File: config.mk
export PLATFORM = sky130hd
export DESIGN_NAME = slicel_config_loader
export DESIGN_NICKNAME = d
export VERILOG_FILES = /design/src/rtl/slicel_cfg_pkg.sv /design/src/rtl/cfg_piso.sv /design/src/rtl/slicel_config_loader.sv
export SDC_FILE = /design/constraint.sdc
export NUM_CORES = 1
export LEC_CHECK = 0
export CAP_MARGIN = 25
export CORE_MARGIN = 4
export CORE_UTILIZATION = 53
export CTS_BUF_LIST = sky130_fd_sc_hd__clkbuf_4
export DETAILED_ROUTE_END_ITERATION = 16
export MAX_ROUTING_LAYER = met4
export PLACE_DENSITY = 0.82
export REMOVE_ABC_BUFFERS = 1
export SETUP_SLACK_MARGIN = 0.4
export SYNTH_ARGS = -nofsm -noshare
export SYNTH_HDL_FRONTEND = slang
export SYNTH_HIERARCHICAL = 1
export SYNTH_SLANG_ARGS = --single-unit
File: constraint.sdc
create_clock -name clk -period 2.4 [get_ports clk]
set_clock_uncertainty 0.2 [all_clocks]
set_input_delay 0.48 -clock clk [delete_from_list [all_inputs] [get_ports clk]]
set_output_delay 0.48 -clock clk [all_outputs]
set_load 0.01 [all_outputs]
File: src/rtl/slicel_cfg_pkg.sv
// Shared types and sizing helpers for the slice configuration loader.
package slicel_cfg_pkg;

  // Loader sequencing states.
  typedef enum logic [2:0] {
    IDLE   = 3'd0,
    LOAD   = 3'd1,
    SHIFT  = 3'd2,
    COMMIT = 3'd3,
    DONE   = 3'd4
  } state_t;

  // Standard slice chain make-up; kept current by the slice owners.
  localparam int S_XX_BASE    = 16;
  localparam int NUM_LUTS     = 2;
  localparam int MODE_BITS    = 16;
  localparam int DEF_CFG_BITS = 2 * S_XX_BASE * NUM_LUTS + MODE_BITS;
  localparam int DEF_WORD_W   = 32;

  // Number of host words needed to cover the whole chain.
  function automatic int nwords(input int cfg_bits, input int word_w);
    return (cfg_bits + word_w - 1) / word_w;
  endfunction

  // Useful bits in the final word, in the range 1..word_w.
  function automatic int last_bits(input int cfg_bits, input int word_w);
    return cfg_bits - (nwords(cfg_bits, word_w) - 1) * word_w;
  endfunction

endpackage

File: src/rtl/cfg_piso.sv
// Parallel-load, serial-out shift register with a bit down-counter.
// The LSB is presented first; `last` flags the final bit of the loaded length.
module cfg_piso
  import slicel_cfg_pkg::*;
#(
  parameter int WORD_W = DEF_WORD_W,
  parameter int LEN_W  = $clog2(WORD_W) + 1
) (
  input  logic              clk,
  input  logic              rst,
  input  logic              load,
  input  logic [LEN_W-1:0]  len,
  input  logic [WORD_W-1:0] din,
  input  logic              shift,
  output logic              ser_bit,
  output logic              last
);

  logic [WORD_W-1:0] shreg_r;
  logic [LEN_W-1:0]  cnt_r;

  // Capture a new word or move one bit towards the output.
  always_ff @(posedge clk) begin
    if (rst) begin
      shreg_r <= '0;
      cnt_r   <= '0;
    end else if (load) begin
      shreg_r <= din;
      cnt_r   <= len;
    end else if (shift) begin
      shreg_r <= {1'b0, shreg_r[WORD_W-1:1]};
      cnt_r   <= cnt_r - LEN_W'(1);
    end else begin
      shreg_r <= shreg_r;
      cnt_r   <= cnt_r;
    end
  end

  assign ser_bit = shreg_r[0];
  assign last    = (cnt_r == LEN_W'(1));

endmodule

File: src/rtl/slicel_config_loader.sv
// Loads a slice configuration chain from a word-wide valid/ready stream,
// LSB-first, one bit per cycle, then pulses the chain's set strobe.
module slicel_config_loader
  import slicel_cfg_pkg::*;
#(
  parameter int CFG_BITS = DEF_CFG_BITS,
  parameter int WORD_W   = DEF_WORD_W
) (
  input  logic              clk,
  input  logic              rst,
  input  logic              start,
  input  logic              abort,
  input  logic              cfg_valid,
  input  logic [WORD_W-1:0] cfg_data,
  output logic              cfg_ready,
  output logic              chain_shift_en,
  output logic              chain_shift_bit,
  output logic              chain_set,
  output logic              busy,
  output logic              done
);

  localparam int NWORDS    = nwords(CFG_BITS, WORD_W);
  localparam int LAST_BITS = last_bits(CFG_BITS, WORD_W);
  localparam int LEN_W     = $clog2(WORD_W) + 1;
  localparam int WCW       = (NWORDS > 1) ? $clog2(NWORDS) : 1;

  localparam logic [LEN_W-1:0] FULL_LEN   = LEN_W'(WORD_W);
  localparam logic [LEN_W-1:0] LAST_LEN   = LEN_W'(LAST_BITS);
  localparam logic [WCW-1:0]   FINAL_WORD = WCW'(NWORDS - 1);

  state_t           state_r;
  state_t           state_s;
  logic [WCW-1:0]   word_cnt_r;
  logic [WCW-1:0]   word_cnt_s;
  logic             load_s;
  logic             shift_s;
  logic [LEN_W-1:0] len_s;
  logic             bit_s;
  logic             last_s;
  logic             final_word_s;

  assign final_word_s = (word_cnt_r == FINAL_WORD);

  cfg_piso #(
    .WORD_W (WORD_W),
    .LEN_W  (LEN_W)
  ) u_piso (
    .clk     (clk),
    .rst     (rst),
    .load    (load_s),
    .len     (len_s),
    .din     (cfg_data),
    .shift   (shift_s),
    .ser_bit (bit_s),
    .last    (last_s)
  );

  // State and word counter registers.
  always_ff @(posedge clk) begin
    if (rst) begin
      state_r    <= IDLE;
      word_cnt_r <= '0;
    end else begin
      state_r    <= state_s;
      word_cnt_r <= word_cnt_s;
    end
  end

  // Next-state logic and shift register control.
  always_comb begin
    state_s    = state_r;
    word_cnt_s = word_cnt_r;
    load_s     = 1'b0;
    shift_s    = 1'b0;
    len_s      = FULL_LEN;
    case (state_r)
      IDLE: begin
        if (start) begin
          state_s    = LOAD;
          word_cnt_s = '0;
        end else begin
          state_s = IDLE;
        end
      end
      LOAD: begin
        // An abort coinciding with the handshake swallows the word.
        if (abort) begin
          state_s = IDLE;
        end else if (cfg_valid) begin
          load_s  = 1'b1;
          len_s   = final_word_s ? LAST_LEN : FULL_LEN;
          state_s = SHIFT;
        end else begin
          state_s = LOAD;
        end
      end
      SHIFT: begin
        shift_s = 1'b1;
        if (abort) begin
          state_s = IDLE;
        end else if (last_s) begin
          if (final_word_s) begin
            state_s = COMMIT;
          end else begin
            word_cnt_s = word_cnt_r + WCW'(1);
            state_s    = LOAD;
          end
        end else begin
          state_s = SHIFT;
        end
      end
      COMMIT: begin
        // The set pulse of this cycle stands; only the done pulse is dropped.
        if (abort) begin
          state_s = IDLE;
        end else begin
          state_s = DONE;
        end
      end
      DONE: begin
        state_s = IDLE;
      end
      default: begin
        state_s = IDLE;
      end
    endcase
  end

  // Outputs decoded from the state register and shift register only.
  always_comb begin
    cfg_ready       = 1'b0;
    chain_shift_en  = 1'b0;
    chain_shift_bit = 1'b0;
    chain_set       = 1'b0;
    done            = 1'b0;
    busy            = (state_r != IDLE);
    case (state_r)
      LOAD: begin
        cfg_ready = 1'b1;
      end
      SHIFT: begin
        chain_shift_en  = 1'b1;
        chain_shift_bit = bit_s;
      end
      COMMIT: begin
        chain_set = 1'b1;
      end
      DONE: begin
        done = 1'b1;
      end
      default: begin
        busy = (state_r != IDLE);
      end
    endcase
  end

endmodule

==> summary by stage <==
Die
The effective utilization at floorplan is a little under three fifths. The core box area is between 3000 and 4000 um^2. The horizontal die dimension is a little over 70 um. The site row count is 22. For this design the top-level I/O count stands at 43. The height of the chip is 71.58 um. The die covers 5123 um^2.

Setup path
Together, buffers and inverters on the worst path number 2. The critical path starts at state_r[2]. The startpoint identified for the worst register-to-register timing path is state_r[2]. The critical path endpoint category is an output port.

The reg-to-reg critical path endpoint is u_piso/shreg_r[17]. Data on the critical path arrives at its endpoint at 1.38 ns. The largest single stage delay on the critical path is 0.42 ns.

Across all register-to-register paths, the minimum setup slack is about 0.41 ns. The kind of critical path is flop to output port. The signal on the critical path passes through or3b_4 -> inv_4 -> and2_4 -> buf_6. For the worst flop-to-flop path, the logic depth is 7. The required time reported for the critical path endpoint is approximately 1.7 ns. The critical path startpoint category is a flop. The kind of cell adding the most delay to the critical path is simple AND/OR/NAND/NOR gates. The critical path crosses 4 cells after its start point. The largest individual stage delay along the critical path comes from the cell sky130_fd_sc_hd__or3b_4. The critical-path maximum fanout is 3.

Synthesis
The mapped cell area is 2142 um^2. The gate count after technology mapping is 220. Yosys mapped the design onto 39 distinct sky130hd cell types. The predominant post-synthesis flop cell is sky130_fd_sc_hd__dfxtp_1.

Counting flops with an async set or reset pin after synthesis yields a share of 0%. Yosys attributes the largest share of cell area to sky130_fd_sc_hd__dfxtp_1 40%, sky130_fd_sc_hd__mux2i_1 15%, sky130_fd_sc_hd__mux2_2 8.9%, sky130_fd_sc_hd__nor2_1 7.2%, sky130_fd_sc_hd__a211oi_1 6.0%. The largest area contributor in the synthesized netlist is sky130_fd_sc_hd__dfxtp_1.

The total of flip-flops plus latches after synthesis is between 40 and 50. In this run the biggest area consumer among cell types represents 40.19% of the synthesized area. After synthesis, flip-flops and latches occupy 40.19% of the total area. Each instance of the synthesized netlist takes up on average 9.737 um^2. The number of synthesized flops with an enable pin is 0. During synthesis, Yosys emitted a total of 6 warnings.

Global routing
The number of antenna violations at the first check in global routing is 0. For this run the aggregate overflow at the end of global routing stands at 0. Entering global routing, the biggest net connects 39 pins. The number of global-route vias before repair is 1635. The combined global-route utilization of all metal layers is 17.41%.

The first global-routing pass estimated 7.003 mm of wire.

Route
The number of nets with antenna violations after routing is 0. The residual DRC count is 0. The violation count after the first detailed-routing iteration is 99. The total via count after detailed routing is 1727. For this run, the detailed router's first-pass iteration total came to 4. Using the TritonRoute via totals, the vias-per-cell ratio works out to 5.380. The routed design has 4.309 mm of wire.

Dividing the detail-routed wire length by the instance count gives 13.42 um.

Timing
Setup slack closes at 0.3380 ns. After routing, the total negative slack on setup checks comes to 0 ns. The total count of max-transition violations in the final report is 0. The count of final setup violators is 0.

Setup repair after global routing could not meet its margin everywhere. The minimum clock period is roughly 2.1 ns. The maximum clock frequency is 485.0 MHz.

The final count of hold timing violations was 0. Hold timing on the final database bottoms out at a slack of 0.3669 ns. The final critical path takes up 85.92% of the cycle.

Layout
The repair_antennas step left the layout with diodes totalling 0. After the last flow step, the layout net total stands at roughly 310. The number of standard cells in the layout, taps in and fillers out is around 320. The proportion of layout cells with a drive suffix above 1 is 23.44%. Cells fill 76.11% of the core in the end. The area growth from synthesis to final layout is 34.00%. The finished cells cover 2870 um^2.

Clocking
The clock tree from TritonCTS is yes. The root buffer selected by CTS is sky130_fd_sc_hd__clkbuf_4. CTS saw 43 sinks. Clock-pin slew was measured on the worst setup and hold paths at 0.12 ns. Clock latency on the worst-skew pair, taken at its later pin, is roughly 0.33 ns. The total clock buffers created by CTS is 5.

The maximum level of the CTS H-tree is 2. The clock passes through at most 2 buffers.

Placement
In this run the tool buffered the top-level ports with 42 buffer cells. The cell area reported after detailed placement is 2644 um^2. The worst setup slack after placement is -0.08140 ns. The estimated wirelength of the detail-placed design is between 2 and 3 mm.

The total instance count after detailed placement is 309. Routability-driven placement finished with a final weighted congestion of 0.8188.

Pwr
For this design the static power due to leakage is around 1.1 nW. The maximum ir drop on the vdd rail is 0.3822 mV. The overall power of the completed layout is 1.386 mW. The power per cell area is about 480 nW/um^2.

Min path
The startpoint of the lowest-slack hold path is u_piso/shreg_r[4]. The worst min-delay path category is flop to flop. The end point of the most critical hold path is u_piso/shreg_r[4].

The worst hold path was traced through 2 stages.

Run
The tool flagged a number of max-cap violations equal to 0.

Status
The run finished with clean final reports.
[cell families after synthesis]
kind of cell / Yosys count / share of synthesized area [%]
adder cells (fa/ha/maj): 3 / 1.753
flip-flops: 43 / 40.19
multiplexers: 49 / 23.89
AO/OA/AOI/OAI: 29 / 10.69
buffers and inverters: 22 / 5.373
other: 1 / 0.1751
AND/OR/NAND/NOR: 70 / 16.71
XOR/XNOR: 3 / 1.227
[state kept, by name (all words and copies together), names as in the netlist]
signal          cells
u_piso/shreg_r     32
u_piso/cnt_r        6
state_r             3
word_cnt_r          2
[timing repair]
action                     4_1_cts  5_1_grt
buffers inserted                 2        1
pin swaps                        1        5
gates resized for setup         27       18
cloned                           0        2
hold buffers                     0        0
setup endpoints to repair       44       30
[power by group]
part,internal (mW),switching [mW],total (mW)
clock network,0.226,0.214,0.440
logic,0.119,0.0742,0.193
registers,0.737,0.0158,0.753
[cell usage in the layout, fill, tap and decap left out, drive strengths merged, types with 2 or more instances in the layout]
cell type      instances
nor2b                  5
inv                    6
a311oi                 2
nor4b                  2
buf                   18
dfxtp                 43
and2                   2
nor3                   4
conb                   4
and3                   2
nor2                  41
mux2                  17
nor3b                  3
clkdlybuf4s50         36
nand2                  3
o21a                   2
a211oi                18
mux2i                 32
xor2                   2
ha                     3
clkdlybuf4s15          2
clkbuf                 9
a21oi                  3
[metal layers]
metal	up-vias	routed length, um	global-route usage [%]
met5	-	0	-
met4	0	44	5.846
met3	2	179	3.927
met2	30	2195	29.29
met1	813	1890	20.47
li1	882	-	-
[Yosys cell counts (2+ instances only)]
| cell type | n |
|---|---|
| sky130_fd_sc_hd__and2_1 | 2 |
| sky130_fd_sc_hd__nor2b_1 | 5 |
| sky130_fd_sc_hd__a211oi_1 | 17 |
| sky130_fd_sc_hd__nand2_1 | 3 |
| sky130_fd_sc_hd__a311oi_1 | 2 |
| sky130_fd_sc_hd__nor2_1 | 41 |
| sky130_fd_sc_hd__buf_6 | 2 |
| sky130_fd_sc_hd__o21a_1 | 2 |
| sky130_fd_sc_hd__ha_1 | 3 |
| sky130_fd_sc_hd__clkbuf_1 | 6 |
| sky130_fd_sc_hd__nor3b_1 | 3 |
| sky130_fd_sc_hd__buf_4 | 3 |
| sky130_fd_sc_hd__dfxtp_1 | 43 |
| sky130_fd_sc_hd__xor2_1 | 2 |
| sky130_fd_sc_hd__nor3_1 | 4 |
| sky130_fd_sc_hd__mux2_2 | 17 |
| sky130_fd_sc_hd__inv_1 | 6 |
| sky130_fd_sc_hd__buf_2 | 5 |
| sky130_fd_sc_hd__mux2i_1 | 32 |
| sky130_fd_sc_hd__a21oi_1 | 3 |
[worst register-to-register path: cells and delay by family, from the launching register on]
kind / cells / cell delay [ns]
simple gates: 2 / 0.48
mux: 2 / 0.47
buf+inv: 3 / 0.42
flops: 1 / 0.33
[final cells by class]
class	count	area [um^2]
Timing Repair Buffer	59	621.8
Sequential cell	43	864.6
Clock buffer	6	45.04
Fill cell	258	900.9
Clock inverter	1	30.03
Multi-Input combinational cell	158	1224
Inverter	6	25.02
Tap cell	48	60.06
[worst max path at each step]
stage	slack (ns)	to
finish	0.34	chain_shift_bit
global route	0.27	chain_shift_bit
CTS	0.18	chain_shift_bit
detailed placement	-0.08	u_piso/shreg_r[20]
global placement	-0.002	u_piso/shreg_r[22]
floorplan	-0.56	u_piso/cnt_r[4]
(Power assumes the default switching activity.)
